### config.mk
export PLATFORM = sky130hd
export DESIGN_NAME = sdram_arb
export DESIGN_NICKNAME = d
export VERILOG_FILES = /design/src/rtl/sdram_arb.sv
export SDC_FILE = /design/constraint.sdc
export NUM_CORES = 1
export LEC_CHECK = 0
export ABC_AREA = 1
export BUFFER_PORTS_ARGS = -buffer_cell sky130_fd_sc_hd__buf_2
export CAP_MARGIN = 15
export CORE_ASPECT_RATIO = 1.4
export CORE_MARGIN = 2
export CORE_UTILIZATION = 28
export DETAILED_ROUTE_END_ITERATION = 7
export GPL_TIMING_DRIVEN = 0
export HOLD_SLACK_MARGIN = 0.02
export PLACE_DENSITY = 0.85
export REMOVE_ABC_BUFFERS = 1
export SETUP_SLACK_MARGIN = 0.05
export SYNTH_ARGS = -nofsm -noshare
export SYNTH_HDL_FRONTEND = slang
export SYNTH_SLANG_ARGS = --single-unit
### constraint.sdc
create_clock -name cache_clk -period 1.15 [get_ports cache_clk]
set_input_delay 0.115 -clock cache_clk [delete_from_list [all_inputs] [get_ports cache_clk]]
set_output_delay 0.115 -clock cache_clk [all_outputs]
set_load 0.05 [all_outputs]
### src/rtl/sdram_arb.sv
// Two-client SDRAM arbiter: video has priority, but the MMU is guaranteed a grant
// after MAX_VIDEO_WINS consecutive video wins while it was waiting.
module sdram_arb #(
    parameter int MAX_VIDEO_WINS = 4
) (
    input  logic        cache_clk,
    input  logic        reset,
    input  logic        v_rw_req,
    input  logic [31:0] v_address,
    input  logic        v_burst_len,
    output logic        v_bursting,
    input  logic        m_rw_req,
    input  logic        m_rw,
    input  logic [31:0] m_address,
    input  logic [15:0] m_write_data,
    input  logic        m_burst_len,
    output logic        m_bursting,
    output logic        sd_rw_req,
    output logic        sd_rw,
    output logic [31:0] sd_address,
    output logic [15:0] sd_write_data,
    output logic        sd_burst_len,
    input  logic        sd_bursting,
    output logic        owner_mmu
);

    typedef enum logic [1:0] {
        IDLE  = 2'd0,
        REQ   = 2'd1,
        BURST = 2'd2,
        GAP   = 2'd3
    } state_t;

    localparam logic [2:0] MAX_WINS = 3'(MAX_VIDEO_WINS);

    state_t     state, state_next;
    logic       owner_next;
    logic       sd_rw_req_next;
    logic [2:0] vcount, vcount_next;
    logic       owner_req;
    logic       grant_mmu;

    assign owner_req = owner_mmu ? m_rw_req : v_rw_req;
    assign grant_mmu = m_rw_req && (!v_rw_req || (vcount >= MAX_WINS));

    always_ff @(posedge cache_clk) begin
        if (!reset) begin
            state     <= IDLE;
            owner_mmu <= 1'b0;
            sd_rw_req <= 1'b0;
            vcount    <= 3'd0;
        end else begin
            state     <= state_next;
            owner_mmu <= owner_next;
            sd_rw_req <= sd_rw_req_next;
            vcount    <= vcount_next;
        end
    end

    // Ownership and the win counter only move at the IDLE grant; sd_bursting outside
    // REQ/BURST is deliberately ignored.
    always_comb begin
        state_next     = state;
        owner_next     = owner_mmu;
        sd_rw_req_next = 1'b0;
        vcount_next    = vcount;
        case (state)
            IDLE: begin
                if (v_rw_req || m_rw_req) begin
                    state_next     = REQ;
                    owner_next     = grant_mmu;
                    sd_rw_req_next = 1'b1;
                    if (grant_mmu || !m_rw_req)
                        vcount_next = 3'd0;
                    else if (vcount != 3'd7)
                        vcount_next = vcount + 3'd1;
                end
            end
            REQ: begin
                sd_rw_req_next = owner_req;
                if (!owner_req)
                    state_next = GAP;
                else if (sd_bursting)
                    state_next = BURST;
            end
            BURST: begin
                sd_rw_req_next = owner_req;
                if (!sd_bursting && !owner_req)
                    state_next = GAP;
            end
            GAP: state_next = IDLE;
            default: state_next = IDLE;
        endcase
    end

    assign sd_address    = owner_mmu ? m_address    : v_address;
    assign sd_burst_len  = owner_mmu ? m_burst_len  : v_burst_len;
    assign sd_write_data = owner_mmu ? m_write_data : 16'h0000;
    assign sd_rw         = owner_mmu & m_rw;
    assign v_bursting    = sd_bursting & ~owner_mmu;
    assign m_bursting    = sd_bursting & owner_mmu;

endmodule

==> results of run 1 <==
[cells in the final DEF (no fill, tap or decap), types with 6 or more instances in the layout]
cell     count
buf_2       88
nand2_1     68
nand2_2     35
buf_8       35
nand2_4     26
buf_6       23
inv_2       18
buf_4        9
inv_1        8
nor2_1       6
buf_12       6
[metal layers]
| layer | GRT usage [%] | vias to the layer above | part of all wire [%] |
|---|---|---|---|
| met2 | 43.0 | 166 | 53 |
| met1 | 23.8 | 994 | 33 |
| met5 | 0 | - | 0 |
| met3 | 6.96 | 37 | 9.2 |
| li1 | - | 949 | - |
| met4 | 7.07 | 0 | 4.5 |
[area by class of cell]
class | count | area share, %
clock buffers | 4 | 1.48
inverters | 31 | 4.68
multi-input cells | 166 | 36.7
flip-flops and latches | 7 | 5.05
well taps | 42 | 1.72
repair buffers | 165 | 49.7
repair inverters | 1 | 0.657
[flip-flops by register name (all words and copies together), names as in the netlist]
signal / cells
sd_rw_req: 1
state: 2
vcount: 3
owner_mmu: 1
[worst max-delay path: stages, from the launching register on]
cell and delay (ps):
dfxtp_4 410, buf_4 150, clkbuf_16 140, nand2_1 70, nand2_1 110, buf_6 170
[repair_timing]
action                     CTS  global route
gates cloned                 0             5
pin swaps                    8            31
resized for setup          117           191
setup endpoints to repair   60            59
buffers inserted            12             8
[logic make-up (layout without fill, tap and decap cells)]
family                     after synthesis  in the layout  share of synthesized area (%)
adders and majority gates                7              7                           8.39
DFF                                      7              7                           13.4
buffers and inverters                   40            201                           16.1
and+or+nand+nor                        149            149                           56.6
AOI/OAI and AO/OA                       10             10                           5.52
[power breakdown]
part           leakage, nW  internal (mW)  switching [mW]
Sequential          0.0605          0.366           0.121
Combinational         1.70           1.99            2.86
Clock               0.0228          0.242           0.129
[how the worst max path moves through the flow]
stage / slack (ps) / cells past startpoint / start / endpoint
after floorplan: -1290 / 7 / owner_mmu / state[1]
after global placement: -1570 / 7 / owner_mmu / state[1]
after detailed placement: -830 / 7 / owner_mmu / state[1]
after CTS: -150 / 4 / owner_mmu / sd_address[13]
after global routing: -250 / 5 / owner_mmu / sd_address[6]
final: -250 / 5 / owner_mmu / sd_address[4]
[through the flow]
| step | power (mW) | setup WS (ps) | hold WS [ps] | util, % | cells |
|---|---|---|---|---|---|
| after floorplan | 2.47 | -1290 | 251 | - | 204 |
| after global placement | 3.09 | -1570 | 397 | 48.5 | 387 |
| after detailed placement | 3.11 | -827 | 412 | 48.6 | 387 |
| after CTS | 4.28 | -149 | 145 | 62.2 | 403 |
| after global routing | 5.94 | -252 | 168 | 84.4 | 416 |
| final | 5.71 | -247 | 149 | 84.4 | 416 |
==> run summary, run 1 <==
status: finished with violations
failing checks: negative setup slack
clk root buf: clkbuf_8
CTS Buf Count: 3
area grow syn2layout: 192%
Ys Warns: 0
CTS tree: done
Clock Tree Buf Depth: 2
Main synth FF type: dfxtp_1
I/O pin count: 142
pwr dens: 1870 mW/mm^2
Clock Sink Count: 7
DR pass1 iterations: 4
Synth cell types: 19
top cell type by total area after synthesis: nand2_1
placed instance area: 0.00175 mm^2
relative slew slack: 81.7%
sequential share of the synthesized area: 13.4%
startpoint types: register
first-pass GRT wire length: 7.90 mm
Leakage: 1.79 nW
dpl hpwl: 3.23 mm
core area: 0.00361 mm^2
initial antenna violation count: 1
WL per Instance: 17.6 um
routed vias/inst: 5.16
final worst setup slack: -247 ps
Max VDD drop: 1.52 mV
Rows: 26
Sequential Area: 154 um^2
via count: 2146
endpoint type of the worst setup path: output pin
Nets: 470
post-route ant nets: 0
setup violators final: 57
Multi-input gate area: 0.00112 mm^2
gr ovfl total: 0
RR Endpoint: state[0]
PortBufs: 141
WL final: 7.31 mm
CTS clk-pin slew, worst paths: 50 ps
R2R cell count: 7
initial drt markers: 165
die area: 0.00424 mm^2
unrepaired setup endpoints after global routing: yes
Tcrit/Tclk final: 122%
hold endpoint: state[1]
worst r2r src: owner_mmu
Syn Inst Count: 213
Post-Syn Area: 0.00104 mm^2
vias in the first global route: 1738
CP max FO: 7
DIE HEIGHT: 76.2 um
worst min path class: in -> reg
fin area: 0.00305 mm^2
initial core utilization: 28.9%
most frequent cell after synthesis: nand2_1
Peak Freq: 0.716 GHz
GPL Wtd Cong: 0.848
n_diodes: 0
crit path DAT: 1280 ps
Worst-Margin Slew: 277 ps
top post-synthesis cells by area: nand2_1 (46%), dfxtp_1 (13%), inv_1 (11%)
Post-Syn Area per Cell: 4.90 um^2
Post-synth ARST share: 0%
# hold bufs at CTS: 0
largest net degree at the start of global routing: 35
Worst Min Path Start: reset
H-Tree Depth: 1
Max Transition Viols Final: 0
Die X: 55.6 um
final hold violations: 0
FILL cells: 177
Critical Path RT: 1030 ps
kind of critical path: reg -> out
Yosys top cell area share: 46.0%
top cells by count, synth: nand2_1 (128), inv_1 (30), nor2_1 (10)
Remaining DRCs: 0
clk_skew: 5.03 ps
# Max-Cap Violations: 0
minimum clock period: 1400 ps
Hold Crit Depth: 3
Total GRT Usage: 22.9%
TNS Setup: -8970 ps
share of cells above drive strength 1: 73.5%
Worst-Skew Late Latency: 240 ps
reg-to-reg slack, setup: -170 ps
Post-synth EDFFs: 0
number of synthesized register bits: 7
(Power assumes the default switching activity.)
==> run 2: changes to the inputs <==
--- a/config.mk
+++ b/config.mk
@@ -15,6 +15,7 @@
 export GPL_TIMING_DRIVEN = 0
 export HOLD_SLACK_MARGIN = 0.02
 export PLACE_DENSITY = 0.85
+export RECOVER_POWER = 100
 export REMOVE_ABC_BUFFERS = 1
 export SETUP_SLACK_MARGIN = 0.05
 export SYNTH_ARGS = -nofsm -noshare
==> run 2 against run 1 <==
Effect of this change:
- the flow still finishes with violations (negative setup slack)
- first-iteration DRC count shrank 2.4%
- clock power is essentially flat
- flip-flop and latch count is the same
- highest routed layer unchanged
==> run summary, run 2 (synthesis results as in run 1) <==
status: finished with violations
failing checks: negative setup slack
worst min path class: in -> reg
DR pass1 iterations: 4 (unchanged)
minimum clock period: 1410 ps (+9.79 ps)
via count: 2152 (+0.28%)
initial drt markers: 161 (-2.4%)
final worst setup slack: -257 ps (-9.79 ps)
core area: 0.00361 mm^2 (unchanged)
dpl hpwl: 3.23 mm (unchanged)
cell chain of the critical path: buf_4, clkbuf_16, nand2_1, nand2_1, buf_6
setup violators final: 59 (+3.5%)
Die X: 55.6 um (unchanged)
WL final: 7.38 mm (+0.85%)
die area: 0.00424 mm^2 (unchanged)
initial antenna violation count: 1 (unchanged)
vias in the first global route: 1738 (unchanged)
hold endpoint: state[1]
Tcrit/Tclk final: 122% (+0.85 points)
crit path DAT: 1290 ps (about the same)
# hold bufs at CTS: 0 (unchanged)
final std cells w/o fill: 416 (unchanged)
CP peak stage delay: 410 ps (about the same)
slowest CP cell: dfxtp_4
Leakage: 1.78 nW (-0.14%)
CTS clk-pin slew, worst paths: 50 ps (about the same)
Clock Sink Count: 7 (unchanged)
Worst-Margin Slew: 307 ps (+30.4 ps)
share of cells above drive strength 1: 73.5% (unchanged)
RR Endpoint: state[0]
gr ovfl total: 0 (unchanged)
first-pass GRT wire length: 7.90 mm (unchanged)
I/O pin count: 142 (unchanged)
CTS tree: done
DIE HEIGHT: 76.2 um (unchanged)
unrepaired setup endpoints after global routing: yes
area grow syn2layout: 191%
endpoint type of the worst setup path: output pin
routed vias/inst: 5.17 (+0.28%)
GPL Wtd Cong: 0.848 (unchanged)
Hold Crit Depth: 3 (unchanged)
number of flip-flops in the largest register: 3 (unchanged)
initial core utilization: 28.9% (unchanged)
dpl cells: 387 (unchanged)
Max Transition Viols Final: 0 (unchanged)
startpoint types: register
H-Tree Depth: 1 (unchanged)
TNS Setup: -9240 ps (-272 ps)
final hold violations: 0 (unchanged)
clk_skew: 5.29 ps (+0.270 ps)
largest net degree at the start of global routing: 35 (unchanged)
post-route ant nets: 0 (unchanged)
fin area: 0.00304 mm^2 (-0.33%)
Rows: 26 (unchanged)
relative slew slack: 79.6% (-2.1 points)
WL per Instance: 17.7 um (+0.85%)
Remaining DRCs: 0 (unchanged)
CTS Buf Count: 3 (unchanged)
Peak Freq: 0.711 GHz (-0.70%)
most frequent cells in the layout: buf_2 (87), nand2_1 (68), nand2_2 (35), buf_8 (35), nand2_4 (26)
Max VDD drop: 1.53 mV (+0.53%)
reg-to-reg slack, setup: -170 ps (about the same)
Worst Min Path Start: reset
R2R cell count: 7 (unchanged)
placed instance area: 0.00175 mm^2 (unchanged)
Reg with most FFs: vcount
Clock Tree Buf Depth: 2 (unchanged)
Largest regs: vcount (3), state (2)
CP max FO: 7 (unchanged)
Total GRT Usage: 22.9% (unchanged)
Nets: 470 (unchanged)
worst r2r src: owner_mmu
FILL cells: 178 (+0.56%)
pwr dens: 1870 mW/mm^2 (-0.43%)
CP most frequent cell: nand2_1
PortBufs: 141 (unchanged)
kind of critical path: reg -> out
Worst-Skew Late Latency: 240 ps (about the same)
# Max-Cap Violations: 0 (unchanged)
n_diodes: 0 (unchanged)
clk root buf: clkbuf_8
Critical Path RT: 1030 ps (about the same)
commonest non-fill, non-tap cell in the layout: buf_2
[run 2: changes by cell type in the layout (fill, tap and decap cells not counted)]
cell      change
buf_2         -1
clkbuf_2      +1
ha_2          +1
ha_4          -1
[run 2: report_power, final]
group | leakage [nW] | total, mW | switching (mW) | internal (mW)
combinational | 1.70 | 4.81 | 2.85 | 1.96
sequential | 0.0605 | 0.485 | 0.119 | 0.366
clock | 0.0228 | 0.374 | 0.132 | 0.242
[run 2: repair_timing]
item / CTS / global route
gates resized for setup: 117 / 191
pin swaps: 8 / 31
setup endpoints to repair: 60 / 59
cloned: 0 / 5
endpoints found under the hold margin: 0 / 0
setup buffers: 12 / 8
[run 2: worst max-delay path by stage]
stage / startpoint / end / slack (ps) / depth (start not counted)
after floorplan: owner_mmu / state[1] / -1290 / 7
after CTS: owner_mmu / sd_address[13] / -150 / 4
after global placement: owner_mmu / state[1] / -1570 / 7
after global routing: owner_mmu / sd_address[6] / -250 / 5
after detailed placement: owner_mmu / state[1] / -830 / 7
final: owner_mmu / sd_address[4] / -260 / 5
[run 2: critical path: cells and delay by family, from the launching register on]
family,cells,cell delay (ps)
simple gates,2,180
buf+inv,3,460
flops,1,410
[run 2: per-stage QoR]
step	util [%]	power [mW]	hold slack (ps)	setup WS (ps)
floorplan	-	2.47	251	-1290
global placement	48.5	3.09	397	-1570
detailed placement	48.6	3.11	412	-827
CTS	62.2	4.28	145	-149
global route	84.1	5.89	168	-252
finish	84.1	5.66	151	-257
[run 2: area by class of cell]
class / instances / area (um^2) / area share, %
repair buffers: 165 / 1520 / 49.9
multi-input cells: 166 / 1110 / 36.5
flip-flops and latches: 7 / 154 / 5.07
inverters: 31 / 143 / 4.70
well taps: 42 / 52.6 / 1.73
clock buffers: 4 / 45.0 / 1.48
repair inverters: 1 / 20.0 / 0.659
[run 2: routing by layer]
| metal | wire, um | GRT usage [%] |
|---|---|---|
| met1 | 2500 | 23.8 |
| met5 | 0 | 0 |
| met4 | 323 | 7.07 |
| met2 | 3910 | 43.0 |
| met3 | 649 | 6.96 |
